--- src/rtl/alu_operand_reg.sv ---
// rtl/alu_operand_reg.sv - loadable, shiftable ALU operand register with valid handshake
module alu_operand_reg #(
    parameter int               WIDTH     = 8,
    parameter int               NUM_SRC   = 3,
    parameter logic [WIDTH-1:0] RESET_VAL = '0
) (
    input  logic                       clk,
    input  logic                       reset,
    input  logic [NUM_SRC*WIDTH-1:0]   src_data,
    input  logic [NUM_SRC-1:0]         src_load,
    input  logic                       invert,
    input  logic                       clear,
    input  logic                       shift_en,
    input  logic                       shift_dir,
    input  logic                       shift_in,
    input  logic                       consume,
    output logic [WIDTH-1:0]           out,
    output logic                       shift_out,
    output logic                       valid,
    output logic                       conflict
);

    logic [WIDTH-1:0] out_q, out_d;
    logic             shift_out_q, shift_out_d;
    logic             valid_q, valid_d;
    logic             conflict_q, conflict_d;

    logic [WIDTH-1:0] sel_data;
    logic [WIDTH-1:0] shl_val;
    logic [WIDTH-1:0] shr_val;
    logic             any_load;
    logic             multi_load;
    logic             eject_bit;

    assign any_load   = |src_load;
    // Clearing the lowest set bit leaves something only if two or more bits were set.
    assign multi_load = |(src_load & (src_load - NUM_SRC'(1)));
    assign eject_bit  = shift_dir ? out_q[0] : out_q[WIDTH-1];

    // Walk from the top down so the lowest asserted source wins.
    always_comb begin
        sel_data = '0;
        for (int i = NUM_SRC - 1; i >= 0; i--) begin
            if (src_load[i]) begin
                sel_data = src_data[i*WIDTH +: WIDTH];
            end
        end
    end

    generate
        if (WIDTH == 1) begin : g_shift_w1
            assign shl_val = shift_in;
            assign shr_val = shift_in;
        end else begin : g_shift_wn
            assign shl_val = {out_q[WIDTH-2:0], shift_in};
            assign shr_val = {shift_in, out_q[WIDTH-1:1]};
        end
    endgenerate

    always_comb begin
        out_d       = out_q;
        shift_out_d = shift_out_q;
        valid_d     = valid_q;
        conflict_d  = conflict_q | multi_load;

        if (clear) begin
            out_d   = '0;
            valid_d = 1'b0;
        end else if (any_load) begin
            out_d   = invert ? ~sel_data : sel_data;
            valid_d = 1'b1;
        end else begin
            if (shift_en) begin
                out_d       = shift_dir ? shr_val : shl_val;
                shift_out_d = eject_bit;
            end
            if (consume) begin
                valid_d = 1'b0;
            end
        end
    end

    always_ff @(posedge clk or negedge reset) begin
        if (!reset) begin
            out_q       <= RESET_VAL;
            shift_out_q <= 1'b0;
            valid_q     <= 1'b0;
            conflict_q  <= 1'b0;
        end else begin
            out_q       <= out_d;
            shift_out_q <= shift_out_d;
            valid_q     <= valid_d;
            conflict_q  <= conflict_d;
        end
    end

    assign out       = out_q;
    assign shift_out = shift_out_q;
    assign valid     = valid_q;
    assign conflict  = conflict_q;

endmodule

--- config.mk ---
export PLATFORM = sky130hd
export DESIGN_NAME = alu_operand_reg
export DESIGN_NICKNAME = d
export VERILOG_FILES = /design/src/rtl/alu_operand_reg.sv
export SDC_FILE = /design/constraint.sdc
export NUM_CORES = 1
export LEC_CHECK = 0
export ABC_AREA = 0
export CORE_MARGIN = 2
export CORE_UTILIZATION = 51
export CTS_BUF_LIST = sky130_fd_sc_hd__clkbuf_8
export CTS_CLUSTER_SIZE = 10
export DETAILED_ROUTE_END_ITERATION = 10
export DONT_BUFFER_PORTS = 1
export PLACE_DENSITY = 0.63
export SYNTH_ARGS = -nofsm -noshare
export SYNTH_HDL_FRONTEND = slang
export SYNTH_SLANG_ARGS = --single-unit
export TNS_END_PERCENT = 30
--- constraint.sdc ---
create_clock -name clk -period 3 [get_ports clk]
set_clock_uncertainty 0.05 [all_clocks]
set_input_delay 0.15 -clock clk [delete_from_list [all_inputs] [get_ports clk]]
set_output_delay 0.15 -clock clk [all_outputs]
set_load 0.005 [all_outputs]
After elaboration in Yosys (flattened, before gate mapping) --
Index checks and enable logic that the tools add are counted.
Storage, ports and cells: register bits after elaboration 11, input bits 35, output and inout port bits 11
Cells by class: muxes and demuxes 12, $add $sub $neg 1, bitwise operators 5, reductions and logical operators 5
Operators by type and width (count):
- 8-bit 2-to-1 mux | 8
- 8-bit inverter | 1
- 3-bit nonzero test | 2
- 3-bit OR reduction | 2
- 1-bit 2-to-1 mux | 4
- 3-bit bitwise AND | 1
- 3-bit AND reduction | 1
- 3-bit by 1-bit subtractor with 3-bit output, second input constant | 1
- 1-bit inverter | 2
- 1-bit OR | 1

Logic depth before layout (Yosys ltp) --
Gate-level depths: netlist (run 1).
depth after elaboration 7, depth in mapped cells 6, gate-level depth less buffers 4

Least setup slack after synthesis (run 1) --
No wires, ideal clock.
path type input -> register, from input shift_dir, to register out_q[7], in the netlist out[7], cell stages on the path 4, buffers on the path 1, arrival time 1030 ps, required time 2823 ps, slack 1793 ps, library setup time 127 ps, cell sequence clkbuf_1 -> mux2_2 -> a22oi_1 -> o21ai_1
On the way: longest elaborated chain between the ends 4
RTL lines:
- from (decl) | RTL line 14 | input logic shift_dir,
- 8-bit 2-to-1 mux | RTL line 74 | out_d = shift_dir ? shr_val : shl_val;
- 8-bit 2-to-1 mux | RTL line 73 | if (shift_en) begin
- 8-bit 2-to-1 mux | RTL line 69 | end else if (any_load) begin
- 8-bit 2-to-1 mux | RTL line 66 | if (clear) begin
- to (signal assigned) | RTL line 90 | out_q <= out_d;
- to (decl) | RTL line 23 | logic [WIDTH-1:0] out_q, out_d;
Every way passes these cells. The select of a mux whose other input is x is not followed. A chain may end at the register's enable or synchronous reset.

Worst setup path after layout (run 1) --
from register out_q[6], in the netlist out[6], to register out_q[7], in the netlist out[7]
On the way: longest elaborated chain between the ends 4
RTL lines (RTL line):
- 8-bit 2-to-1 mux | 74
- 8-bit 2-to-1 mux | 73
- 8-bit 2-to-1 mux | 69
- 8-bit 2-to-1 mux | 66
Every way passes these cells. The select of a mux whose other input is x is not followed.

==> metrics.txt, run 1 <==
largest net degree at the start of global routing 21; fmax 0.8972 GHz; CTS sink cnt 11; Vias/cell around 6.3; first-pass GRT wire length 2.787 mm; unrepaired setup endpoints after global routing no; critical path launch point type flop; final net count 131; # setup viols final 0; post-synthesis sequential element count 11; post-synth net total 134; core area 1689 um2; crit path max fanout 4; Fin. Hold Viols 0; Initial Utilization 0.5333; post-CTS setup buffer count 0; routed length per placed instance 16.51 um; average size of a mapped cell just over 9 um2; prevailing post-synth register cell dfrtp_1; vias 711; Total Routing Usage GR 0.1832; synth cell count leaders a21oi_1, dfrtp_1, nor2b_1; Gate Count Post-Synth 99; P&R area growth vs syn 1.250%; chip width 46.03 um; H-tree depth 1; setup TNS 0 ps; final WL 1.849 mm; IO buf count 0; worst slew pin tran 510.4 ps; run status finished clean; Worst setup EP type flop; Slew headroom 0.6586; fin. max-slew vios 0; MaxCap Viol Count 0; Netlist cell types 23; Worst EP required 3070 ps; num rows 15; die footprint 2119 um2; Seq/Total Area, Yosys 0.3056; layout cells sized above 1 0.1684; Synth area leader dfrtp_1; die height roughly 46 um; Clock transition at path regs 50 ps; number of global-route vias before repair around 670; Hold Path Class in2reg; CTS buffer count 3; Syn Std Cell Area about 900 um2; fin crit period 1115 ps; ant diodes 0; initial antenna violation count 0; DR iter-0 viols 4; Final WS setup roughly 1900 ps; asr flop ratio synth 1.000; IR drop worst, VDD 0.0001840 V; ANT nets after route 0; Ports 46; routability cong. 0.7783; LEAKAGE 0.3322 nW; worst skew pair latency 240 ps; fillcell total 158; Bufs on Longest Clock Path 2; synth top area cells dfrtp_1, mux2_2, a21oi_1, xnor2_1, nand3b_1; 1st-pass router iterations 3; grt total ovfl 0; Clock Root Buffer clkbuf_8; area fraction of the dominant cell type after synthesis 0.3056; crit path DAT 1180 ps; critical path class reg2reg; DRC 0; most frequent cell after synthesis a21oi_1; Final Cycle Share 0.3715; CTS tree built; Yosys warning count 0; power density over the cells 437.7 nW/um2; pre-CTS setup slack 1734 ps; number of synthesized flops with an enable pin 0
## metal layers
metal	part of all wire	track usage
met1	0.45	0.2470
met4	0.022	0.08571
met2	0.44	0.2778
met3	0.090	0.03571
met5	0	0
## repair_timing
| action | 4_1_cts | 5_1_grt |
|---|---|---|
| hold buffers | 2 | 0 |
| resized for setup | 0 | 0 |
| hold endpoints to repair | 12 | 0 |
## placed cells by master (no fill, tap or decap)
cell type	Yosys	routed
a21oi_1	17	17
a21oi_2	2	2
a22oi_1	7	7
a32oi_1	1	1
and2_1	1	1
clkbuf_8	0	3
dfrtp_1	11	11
dlygate4sd3_1	0	2
inv_1	0	1
mux2_2	8	8
mux2i_1	1	1
nand2b_1	1	1
nand3b_1	8	8
nor2_1	3	3
nor2b_1	9	9
nor3_2	1	1
nor4_2	1	1
o21ai_1	8	8
o21bai_1	1	1
or2_2	1	1
xnor2_1	8	8
## flip-flops by register name, indices dropped and copies added (netlist names)
name,cells
conflict,1
out,8
shift_out,1
valid,1
## power by group
group / internal (mW) / total, mW / leakage, nW / switching [mW]
combinational: 0.0427 / 0.0732 / 0.169 / 0.0305
sequential: 0.164 / 0.181 / 0.136 / 0.0172
clock: 0.0898 / 0.145 / 0.0269 / 0.0551
## per-stage QoR
step / hold WS, ps / std cells / instance area [um2] / power (mW) / utilization
3_5_place_dp: -195.3 / 106 / 847.1 / 0.2527 / 0.5015
3_3_place_gp: -195.3 / 106 / 847.1 / 0.2510 / 0.5015
2_1_floorplan: -195.6 / 99 / 900.9 / 0.2561 / -
4_1_cts: 22.02 / 112 / 912.1 / 0.4015 / 0.5400
5_1_grt: 35.33 / 112 / 912.1 / 0.4209 / 0.5400
6_report: 24.02 / 112 / 912.1 / 0.3992 / 0.5400
## logic make-up after synthesis
group / count (synthesis) / synth area share
AO/OA/AOI/OAI: 36 / 0.2347
XOR/XNOR: 8 / 0.07778
buffers and inverters: 10 / 0.08332
flip-flops: 11 / 0.3056
multiplexers: 9 / 0.1111
AND/OR/NAND/NOR: 25 / 0.1875
## layout make-up
class,instances,area (um2),share of cell area
clock buffer,3,41.29,0.04527
sequential,11,275.3,0.3018
clock inverter,1,3.754,0.004115
tap,17,21.27,0.02332
multi-input combinational,78,550.5,0.6036
timing repair buffer,2,20.02,0.02195
## path summary, 6_finish.rpt
path,startpoint,endpoint,slack [ps],cells after the start
setup / recovery,out[6]$_DFFE_PN0P_,out[7]$_DFFE_PN0P_,1890,3
hold / removal,src_load[2],conflict$_DFF_PN0_,20,2
setup reg to reg,out[6]$_DFFE_PN0P_,out[7]$_DFFE_PN0P_,1890,3
hold reg to reg,conflict$_DFF_PN0_,conflict$_DFF_PN0_,450,1
max in group asynchronous,reset,out[0]$_DFFE_PN0P_,2290,1
min in group asynchronous,reset,out[4]$_DFFE_PN0P_,270,1
## worst max-delay path, cell delays in order, from the launching register on
cell and delay [ps]:
dfrtp_1 420, mux2_2 280, a22oi_1 160, o21ai_1 90
Power figures use the tool's default switching activity.
==> run 2: changes to the inputs <==
Clock period 3 ns to 1.1 ns, I/O delays scaled along.
==> metrics.txt, run 2 (synthesis gave the netlist of run 1 again) <==
# setup viols final 0; die footprint 2119 um2; commonest non-fill, non-tap cell in the layout a21oi_1; initial antenna violation count 0; DR iter-0 viols 7; grt total ovfl 0; Final Cycle Share 0.9846; Ports 46; ant diodes 0; final net count 150; largest net degree at the start of global routing 21; met1 Usage GRT 0.2628; GRT busiest layer met2; final instance area 1130 um2; Slew headroom 0.6788; MaxCap Viol Count 0; Finished Layout Cells 131; WHS -42.89 ps; P&R area growth vs syn 25.42%; IO buf count 0; vias 779; post-DP HPWL between 1 and 1.5 mm; count of hold-fix buffers inserted at cts 7; routability cong. 0.7746; Worst setup EP type flop; worst skew pair latency 240 ps; 1st-pass router iterations 2; chip width 46.03 um; worst slew pin tran between 400 and 500 ps; CTS buffer count 3; critical path class reg2reg; Worst R2R End out[3]$_DFFE_PN0P_; hold endpoint valid$_DFFE_PN0P_; number of global-route vias before repair 712; met2 Usage GRT 0.3028; Fin. Hold Viols 1; routed length per placed instance 15.21 um; Placed Cells around 120; fmax just over 0.9 GHz; fin crit period 1083 ps; FF-to-FF path depth 3; max FFs per register 8; IR drop worst, VDD ~0.00047 V; Pwr Total between 1 and 1.5 mW; num rows 15; reg-to-reg slack, setup 20 ps; final WL 1.992 mm; met3 Usage GRT 0.03175; Vias/cell 5.947; critical path launch point type flop; CTS sink cnt 11; Total Routing Usage GR 0.1922; Hold Path Class in2reg; CTS tree built; Clock transition at path regs 50 ps; crit path max fanout 4; first-pass GRT wire length 2.973 mm; power density over the cells 1058 nW/um2; fin. max-slew vios 0; run status finished with violations; LEAKAGE 0.4550 nW; layout cells sized above 1 0.3158; R2R Path Start out[2]$_DFFE_PN0P_; ANT nets after route 0; crit path DAT ~1200 ps; H-tree depth 1; Hold Path Depth 2; Worst EP required about 1200 ps; core area 1689 um2; DRC 0; Initial Utilization 0.5333; die height 46.03 um; setup TNS 0 ps; unrepaired setup endpoints after global routing yes; Clock Root Buffer clkbuf_8; violated checks negative hold slack; placed cell area roughly 930 um2; Min-Delay Startpoint src_load[0]; Bufs on Longest Clock Path 2; most frequent cells in the layout a21oi_1, buf_4, dfrtp_1
run 2: changes by cell type in the layout (fill, tap and decap cells not counted), sizes merged:
cell          delta
buf             +14
dlymetal6s4s     +1
dlygate4sd3      +4
run 2: critical path, stage by stage (launching register included):
cell,delay [ps]
dfrtp_1,420
mux2_4,290
a22oi_2,130
o21ai_1,80
run 2: worst max path at each step:
stage | slack (ps) | cells after the start | startpoint | to
global placement | -20 | 3 | out[1]$_DFFE_PN0P_ | out[0]$_DFFE_PN0P_
detailed placement | -20 | 3 | out[1]$_DFFE_PN0P_ | out[0]$_DFFE_PN0P_
global route | -20 | 3 | out[2]$_DFFE_PN0P_ | out[3]$_DFFE_PN0P_
floorplan | 70 | 3 | out[7]$_DFFE_PN0P_ | out[6]$_DFFE_PN0P_
CTS | -9 | 3 | out[4]$_DFFE_PN0P_ | out[3]$_DFFE_PN0P_
finish | 20 | 3 | out[2]$_DFFE_PN0P_ | out[3]$_DFFE_PN0P_
run 2: area by class of cell:
cell class	count	area, um2
well taps	17	21.27
clock buffers	3	41.29
fillers	143	559.3
clock inverters	1	3.754
repair buffers	21	190.2
multi-input cells	78	598.1
flip-flops and latches	11	275.3
run 2: timing repair:
item,4_1_cts,5_1_grt
endpoints found under the setup margin,3,8
gates resized for setup,0,12
setup buffers,1,3
hold endpoints to repair,21,1
pin swaps,0,4
run 2: through the flow:
step | util | setup WS, ps
3_5_place_dp | 0.5533 | -19.42
4_1_cts | 0.6259 | -9.417
3_3_place_gp | 0.5533 | -16.79
2_1_floorplan | - | 65.87
5_1_grt | 0.6689 | -22.11
6_report | 0.6689 | 16.89
run 2: where the power goes:
part | total, mW | internal, mW | switching [mW]
sequential | 0.482 | 0.447 | 0.0343
combinational | 0.323 | 0.199 | 0.125
clock | 0.390 | 0.244 | 0.146
run 2: per-layer routing:
metal | part of all wire | up-vias
li1 | - | 384
met1 | 0.46 | 353
met2 | 0.45 | 39
met3 | 0.069 | 3
met4 | 0.013 | 0
met5 | 0 | -
==> run 3: changes to the inputs <==
Settings changed: CTS_BUF_LIST sky130_fd_sc_hd__clkbuf_8 to sky130_fd_sc_hd__clkbuf_2.
==> metrics.txt, run 3 (synthesis gave the netlist of run 1 again) <==
run status finished clean; die footprint 2119 um2; Hold Path Class in2reg; Worst EP required 1190 ps; critical path class reg2reg; IR drop worst, VDD 0.0004963 V; routed length per placed instance ~15 um; first-pass GRT wire length roughly 3.0 mm; Worst setup EP type flop; Slowest-stage cell, CP dfrtp_1; critical path launch point type flop; LEAKAGE 0.4522 nW; IO buf count 0; die height ~46 um; DR iter-0 viols 7; Clock Root Buffer clkbuf_2; Vias/cell 5.904; Final WS setup about 14 ps; WHS 7.329 ps; crit path max fanout 4; CTS buffer count 3; final net count roughly 150; Fin. Hold Viols 0; Placed Cells 116; post-layout util 0.6733; number of global-route vias before repair 730; largest net degree at the start of global routing 21; vias 797; R2R Path Start out[4]$_DFFE_PN0P_; unrepaired setup endpoints after global routing yes; Final Cycle Share 0.9872; commonest non-fill, non-tap cell in the layout a21oi_1; # setup viols final 0; core area 1689 um2; Ports 46; P&R area growth vs syn 26.25%; max FFs per register 8; worst slew pin tran 485.5 ps; grt total ovfl 0; crit path cell chain mux2_4 > a22oi_2 > o21ai_1; fmax 0.9209 GHz; Pwr Total 1.045 mW; worst skew pair latency 260 ps; fin. max-slew vios 0; Slew headroom 0.6752; Crit. Startpoint out[4]$_DFFE_PN0P_; pre-CTS setup slack -19.42 ps; chip width between 40 and 50 um; Initial Utilization 0.5333; Clock transition at path regs 110 ps; final instance area around 1100 um2; DRC 0; CTS tree built; power density over the cells 919.0 nW/um2; most frequent cells in the layout a21oi_1, buf_4, dfrtp_1, dlygate4sd3_1, nor2b_1; crit path buf inv count 0; MaxCap Viol Count 0; final WL 2.029 mm; Bufs on Longest Clock Path 2; initial antenna violation count 0; CP top delay family flip-flops; H-tree depth 1; ant diodes 0; Total Routing Usage GR 0.1938; routability cong. 0.7746; num rows 15; CTS sink cnt 11; crit path DAT 1180 ps; max incr delay on CP 430 ps; setup TNS 0 ps; Finished Layout Cells 135; Min-Delay Startpoint shift_in; layout cells sized above 1 0.3051; fin crit period 1086 ps; placed cell area between 900 and 1000 um2; 1st-pass router iterations 4; post-DP HPWL 1.423 mm; ANT nets after route 0
run 3: layout make-up:
class / instances / area, um2
multi-input cells: 78 / 593.1
fillers: 143 / 551.8
flip-flops and latches: 11 / 275.3
repair buffers: 25 / 227.7
well taps: 17 / 21.27
clock buffers: 4 / 20.02
run 3: worst reg2reg max path, stage by stage, from the launching register on:
cell     delay (ps)
dfrtp_1         430
mux2_4          280
a22oi_2         140
o21ai_1          80
run 3: worst paths after layout:
path                                           end  slack, ps  cells past startpoint
worst max-delay path            out[3]$_DFFE_PN0P_         10                      3
worst min-delay path            out[7]$_DFFE_PN0P_          7                      3
worst max register to register  out[3]$_DFFE_PN0P_         10                      3
worst min register to register  conflict$_DFF_PN0_        460                      1
max in group asynchronous       out[1]$_DFFE_PN0P_        540                      1
min in group asynchronous        valid$_DFFE_PN0P_        130                      1
run 3: repair_timing:
| item | in CTS | in global routing |
|---|---|---|
| hold endpoints to repair | 22 | 2 |
| gates resized for setup | 4 | 6 |
| setup endpoints to repair | 3 | 8 |
| hold buffers | 10 | 1 |
| pin swaps | 0 | 5 |
| buffers inserted | 1 | 3 |
| cloned | 0 | 0 |
run 3: power by group:
part | internal (mW) | total (mW) | switching [mW]
combinational | 0.208 | 0.336 | 0.128
clock | 0.0965 | 0.229 | 0.132
sequential | 0.446 | 0.480 | 0.0348
run 3: metal layers:
metal / vias to the layer above / track usage / share of wire
met5: - / 0 / 0
met4: 0 / 0.06857 / 0.010
met3: 2 / 0.01984 / 0.079
met2: 44 / 0.3111 / 0.46
met1: 357 / 0.2676 / 0.45
li1: 394 / - / -
